<file path="src/rtl/trace_memory_ctrl.sv">
// trace_memory_ctrl: trace RAM acting as a freezing ring buffer (trace mode) or a FIFO (stream mode),
// plus a one-word host-to-tracer load holding register.
module trace_memory_ctrl #(
    parameter int TRB_WIDTH = 32,
    parameter int TRB_DEPTH = 64,
    parameter int ADDR_BITS = $clog2(TRB_DEPTH)
) (
    input  logic                 FPGA_CLK_I,
    input  logic                 RST_I,
    input  logic                 MODE_I,
    input  logic                 TRG_EVENT_I,
    input  logic [ADDR_BITS-1:0] TRG_DELAY_I,
    output logic                 TRG_DELAYED_O,
    output logic [ADDR_BITS-1:0] TRIG_PTR_O,
    input  logic                 STORE_I,
    input  logic [TRB_WIDTH-1:0] DATA_I,
    output logic                 STORE_PERM_O,
    input  logic                 LOAD_REQUEST_I,
    output logic                 LOAD_GRANT_O,
    output logic [TRB_WIDTH-1:0] DATA_O,
    input  logic                 HOST_WR_I,
    input  logic [TRB_WIDTH-1:0] HOST_WR_DATA_I,
    output logic                 HOST_WR_READY_O,
    input  logic                 HOST_RD_I,
    output logic [TRB_WIDTH-1:0] HOST_RD_DATA_O,
    output logic                 HOST_RD_VALID_O,
    output logic [ADDR_BITS:0]   HOST_AVAIL_O
);
    localparam int CW = ADDR_BITS + 1;
    localparam logic [CW-1:0] FULL = CW'(TRB_DEPTH);

    logic [TRB_WIDTH-1:0] mem [TRB_DEPTH];
    logic mode_q, mode_chg, rd_ok, store_ok, trig_now, freeze_now;
    logic [ADDR_BITS-1:0] dly_cur;
    logic [ADDR_BITS-1:0] wr_ptr_q, wr_ptr_d, rd_ptr_q, rd_ptr_d, dly_q, dly_d, trig_ptr_q, trig_ptr_d;
    logic [CW-1:0] count_q, count_d;
    logic wrapped_q, wrapped_d, armed_q, armed_d, frozen_q, frozen_d;
    logic ready_q, ready_d, grant_q, grant_d, rd_valid_q, rd_valid_d;
    logic [TRB_WIDTH-1:0] hold_q, hold_d, data_q, data_d, rd_data_q, rd_data_d;

    always_comb begin
        mode_chg   = MODE_I != mode_q;
        rd_ok      = !mode_chg && HOST_RD_I && count_q != '0 && (MODE_I || frozen_q);
        // a full FIFO still takes a store when a read frees the slot in the same cycle
        store_ok   = !mode_chg && STORE_I && (MODE_I ? (count_q != FULL || rd_ok) : !frozen_q);
        trig_now   = !MODE_I && TRG_EVENT_I && !armed_q;
        dly_cur    = trig_now ? '0 : dly_q;
        freeze_now = store_ok && !MODE_I && (armed_q || trig_now) && dly_cur == TRG_DELAY_I;
        wr_ptr_d   = wr_ptr_q + ADDR_BITS'(store_ok);
        wrapped_d  = wrapped_q || (store_ok && &wr_ptr_q);
        armed_d    = armed_q || trig_now;
        trig_ptr_d = trig_now ? wr_ptr_q : trig_ptr_q;
        dly_d      = (store_ok && armed_d) ? dly_cur + 1'b1 : dly_cur;
        frozen_d   = frozen_q || freeze_now;
        rd_ptr_d   = freeze_now ? (wrapped_d ? wr_ptr_d : '0) : rd_ptr_q + ADDR_BITS'(rd_ok);
        count_d    = MODE_I ? count_q + CW'(store_ok) - CW'(rd_ok)
                   : freeze_now ? (wrapped_d ? FULL : CW'(wr_ptr_d)) : count_q - CW'(rd_ok);
        rd_valid_d = rd_ok;
        rd_data_d  = rd_ok ? mem[rd_ptr_q] : rd_data_q;
        grant_d    = LOAD_REQUEST_I && !ready_q;
        data_d     = grant_d ? hold_q : data_q;
        hold_d     = (HOST_WR_I && ready_q) ? HOST_WR_DATA_I : hold_q;
        ready_d    = grant_d || (ready_q && !HOST_WR_I);
        if (mode_chg) begin
            wr_ptr_d   = '0;
            rd_ptr_d   = '0;
            count_d    = '0;
            wrapped_d  = 1'b0;
            armed_d    = 1'b0;
            trig_ptr_d = '0;
            dly_d      = '0;
            frozen_d   = 1'b0;
            hold_d     = '0;
            ready_d    = 1'b1;
        end
    end

    always_ff @(posedge FPGA_CLK_I) begin
        mode_q <= MODE_I;
        if (RST_I) begin
            wr_ptr_q   <= '0;
            rd_ptr_q   <= '0;
            count_q    <= '0;
            wrapped_q  <= 1'b0;
            armed_q    <= 1'b0;
            trig_ptr_q <= '0;
            dly_q      <= '0;
            frozen_q   <= 1'b0;
            rd_valid_q <= 1'b0;
            rd_data_q  <= '0;
            grant_q    <= 1'b0;
            data_q     <= '0;
            hold_q     <= '0;
            ready_q    <= 1'b1;
        end else begin
            wr_ptr_q   <= wr_ptr_d;
            rd_ptr_q   <= rd_ptr_d;
            count_q    <= count_d;
            wrapped_q  <= wrapped_d;
            armed_q    <= armed_d;
            trig_ptr_q <= trig_ptr_d;
            dly_q      <= dly_d;
            frozen_q   <= frozen_d;
            rd_valid_q <= rd_valid_d;
            rd_data_q  <= rd_data_d;
            grant_q    <= grant_d;
            data_q     <= data_d;
            hold_q     <= hold_d;
            ready_q    <= ready_d;
        end
    end

    always_ff @(posedge FPGA_CLK_I) begin
        if (store_ok && !RST_I) mem[wr_ptr_q] <= DATA_I;
    end

    assign STORE_PERM_O    = MODE_I ? (count_q + CW'(STORE_I)) < FULL : !frozen_q;
    assign TRG_DELAYED_O   = frozen_q;
    assign TRIG_PTR_O      = trig_ptr_q;
    assign HOST_AVAIL_O    = count_q;
    assign HOST_RD_VALID_O = rd_valid_q;
    assign HOST_RD_DATA_O  = rd_data_q;
    assign LOAD_GRANT_O    = grant_q;
    assign DATA_O          = data_q;
    assign HOST_WR_READY_O = ready_q;
endmodule

</file>
<file path="config.mk">
export PLATFORM = sky130hd
export DESIGN_NAME = trace_memory_ctrl
export DESIGN_NICKNAME = d
export VERILOG_FILES = /design/src/rtl/trace_memory_ctrl.sv
export SDC_FILE = /design/constraint.sdc
export NUM_CORES = 2
export LEC_CHECK = 0
export ABC_CLOCK_PERIOD_IN_PS = 4680
export BUFFER_PORTS_ARGS = -buffer_cell sky130_fd_sc_hd__buf_2
export CORE_MARGIN = 2
export CORE_UTILIZATION = 60
export CTS_CLUSTER_DIAMETER = 100
export CTS_CLUSTER_SIZE = 14
export DETAILED_ROUTE_END_ITERATION = 10
export PLACE_DENSITY = 0.8
export SYNTH_ARGS = -nofsm -noshare
export SYNTH_HDL_FRONTEND = slang
export SYNTH_SLANG_ARGS = --single-unit
</file>
<file path="constraint.sdc">
create_clock -name FPGA_CLK_I -period 4.68 [get_ports FPGA_CLK_I]
set_clock_uncertainty 0.05 [all_clocks]
set_input_delay 0.468 -clock FPGA_CLK_I [delete_from_list [all_inputs] [get_ports FPGA_CLK_I]]
set_output_delay 0.468 -clock FPGA_CLK_I [all_outputs]
set_load 0.02 [all_outputs]
</file>
==> summary.txt <==
Worst setup path
  – Worst Path Max Fanout: 21
  – Max incr delay on CP: 0.56 ns
  – Crit path cell chain: dlygate4sd3_1 > buf_2 > xnor2_1 > a211o_1 > and3_1 > buf_4 > inv_1 > ha_1 > inv_1 > ha_1 > fa_1 > nor2b_1 > o21a_1 > o21bai_1 > a21oi_1 > or4_1 > nand3_1
  – Crit-path slowest cell: dlygate4sd3_1
  – Worst setup EP type: flip-flop
  – WP data arrival: 4.42 ns
  – Setup CP Type: input port to flip-flop
  – Req. time, crit path: approximately 5.4 ns
  – Startpoint types: input port

Power and ir drop
  – Switching component of the power: just over 7 mW
  – Logic pwr share: 0.028
  – PwrDens: 387 nW/um2
  – Max VDD drop: 0.314 mV
  – Pleak: roughly 28 nW
  – P_int: 28.8 mW
  – Sw frac: 0.200
  – Clock power share: 0.377
  – Sequential share of power: 0.595

Clocking
  – Clock sink total: 2182
  – CTS buffer count: 174
  – CTS tree: built
  – Number of setup buffers added after CTS: 0
  – CTS resizes: 0
  – Max H-tree Level: 4
  – Worst-Skew Late Latency: 0.80 ns
  – Clk pin slew, worst setup/hold paths: 0.07 ns
  – Root Driver: clkbuf_16
  – Clk buf depth: 3

Yosys
  – Asr flop ratio synth: 0
  – Post-synth EDFFs: 2048
  – Top-area cell type share of the netlist area: 0.734
  – FF+latch count, synth: around 2200
  – Net Count, Synth: 4161
  – Synth area leaders: edfxtp_1 73%, mux4_2 13%, dfxtp_1 3.2%, mux2i_1 2.6%, nand2_1 0.87%
  – Sequential cell area fraction in the yosys report: 0.766
  – Synth cell types: 72
  – Synthesized cell area: 83800 um2
  – Post-Syn Area per Cell: 20.6 um2
  – Mapped Cells: 4060
  – Post-synth top area cell: edfxtp_1
  – Syn. warnings: 0
  – Ys flop type: edfxtp_1

Run status
  – Status: finished, violations left
  – Failing checks: max-capacitance violations, max-slew violations

Timing
  – Period utilisation layout: 0.798
  – Relative slew slack: -0.0241
  – Final setup vio count: 0
  – Setup_tns: 0 ns
  – Final Hold Viols: 0
  – RSZ-0062 raised after global routing: false
  – PnR worst setup slack: 0.947 ns
  – Fin. max-slew vios: 14
  – Worst Tran Pin Value: ~1.5 ns
  – Final min period: between 3 and 4 ns
  – Peak Freq: around 0.27 GHz

Placed design
  – Place WS: 0.793 ns
  – GP Congestion: 0.872
  – Area after DPL: 87800 um2
  – Port bufs: 159
  – DP Wirelength: 118000 um

Routing
  – Vias: 43729
  – Drt first pass iters: 5
  – Metal-1 WL: 74300 um
  – Met3 wire length: 28400 um
  – Uppermost layer routed: met5
  – Initial DRC count: about 6700
  – Drt total wl: 215000 um
  – Drt drc: 0
  – Routed wl met2: 103000 um
  – Post-route ant nets: 0
  – WL/cell: 33.8 um
  – DR vias/cell: 6.88

Final layout
  – Fin nets: 4481
  – Most common cell after layout, fill and taps aside: edfxtp_1
  – Fillers: 8308
  – Fin area: 93100 um2
  – Most frequent cells in the layout: 2048 x edfxtp_1, 469 x mux4_2, 219 x mux2i_1, 195 x nand2_1, 181 x clkbuf_16
  – Share of cells above drive strength 1: 0.243
  – P&R area growth vs syn: 11.1%

GRT
  – Antenna violations before repair: 11
  – GRT Overall Usage: 0.304
  – Vias in the first global route: 43569
  – First-pass GRT wire length: 306000 um
  – Remaining Overflow, GRT: 0
  – Largest net degree at the start of global routing: 103

Floorplan
  – Ports: 160
  – FP Rows: 137
  – Initial core utilization: 0.603
  – Placeable Area: 139000 um2
  – Die X: ~380 um
  – Die area: 143000 um2
  – Die Y: approximately 380 um

Run
  – Max-cap violations: 1

Min path
  – Min-delay worst type: input port to flip-flop
==> layout make-up <==
type	count	area [um2]	area share
clock buffers	266	4850	0.0521
diodes	1	2.50	0.0000269
repair buffers	380	2790	0.0300
inverters	19	71.3	0.000766
flip-flops and latches	2182	64200	0.689
well taps	1876	2350	0.0252
multi-input cells	1623	18800	0.202
clock inverters	7	80.1	0.000860
==> power groups by stage <==
stage	Clock [mW]	Combinational [mW]	Sequential, mW
6_report	13.6	1.02	21.4
3_5_place_dp	0	0.982	21.8
4_1_cts	13.7	1.01	21.4
5_1_grt	14.3	1.09	21.4
2_1_floorplan	0	0.472	21.8
3_3_place_gp	0	0.952	21.8
==> critical path, delay by kind of cell <==
family | cells | cell delay (ns)
adder cells (fa/ha/maj) | 3 | 0.90
AND/OR/NAND/NOR | 4 | 0.87
buffers and inverters | 5 | 1.09
AO/OA/AOI/OAI | 4 | 0.66
XOR/XNOR | 1 | 0.43
==> registers in the layout (all words and copies together) (netlist names) <==
register and flops:
DATA_O 32, HOST_AVAIL_O 7, HOST_RD_DATA_O 32, HOST_RD_VALID_O 1
HOST_WR_READY_O 1, LOAD_GRANT_O 1, TRG_DELAYED_O 1, TRIG_PTR_O 6
armed_q 1, dly_q 6, hold_q 32, mem 2048
mode_q 1, rd_ptr_q 6, wr_ptr_q 6, wrapped_q 1
==> layer usage <==
layer,up-vias,track usage
met5,-,0
met4,12,0.121
met3,547,0.0688
met2,3316,0.482
met1,22508,0.416
li1,17346,-
==> worst paths after layout <==
check / startpoint / endpoint / slack [ns] / depth (start not counted)
setup / recovery: MODE_I / HOST_AVAIL_O[6] / 0.95 / 17
hold / removal: TRG_EVENT_I / armed_q / 0.12 / 3
setup reg to reg: HOST_AVAIL_O[2] / HOST_AVAIL_O[6] / 0.97 / 17
hold reg to reg: hold_q[10] / DATA_O[10] / 0.40 / 2
==> stage by stage <==
step	utilization	hold slack, ns	cells	power, mW
detailed placement	0.632	0.393	6046	22.8
CTS	0.670	0.0758	6353	36.1
floorplan	-	0.382	4060	22.3
global placement	0.632	0.385	6045	22.8
global route	0.670	0.125	6353	36.8
finish	0.670	0.121	6354	36.0
==> kinds of logic (layout without fill, tap and decap cells) <==
group / count (synthesis) / in the layout / synth area share
AO/OA/AOI/OAI: 416 / 416 / 0.0340
XOR/XNOR: 25 / 25 / 0.00261
adder cells (fa/ha/maj): 23 / 23 / 0.00352
buffers and inverters: 255 / 672 / 0.0166
flip-flops: 2182 / 2182 / 0.766
multiplexers: 691 / 691 / 0.153
other: 0 / 1 / 0
AND/OR/NAND/NOR: 468 / 468 / 0.0250
==> cell usage after synthesis, drive strengths merged (34+ instances only) <==
| library cell | n |
|---|---|
| edfxtp | 2048 |
| dfxtp | 134 |
| a211oi | 34 |
| a21oi | 128 |
| mux2i | 219 |
| nand2 | 195 |
| nor2 | 131 |
| a22oi | 61 |
| mux4 | 469 |
| buf | 143 |
| nand3 | 39 |
| clkbuf | 93 |
==> timing repair <==
| action | CTS | global route |
|---|---|---|
| endpoints found under the setup margin | 0 | 0 |
| hold endpoints to repair | 34 | 0 |
| hold buffers | 34 | 0 |
No activity file was read; power rests on OpenSTA's default activity.
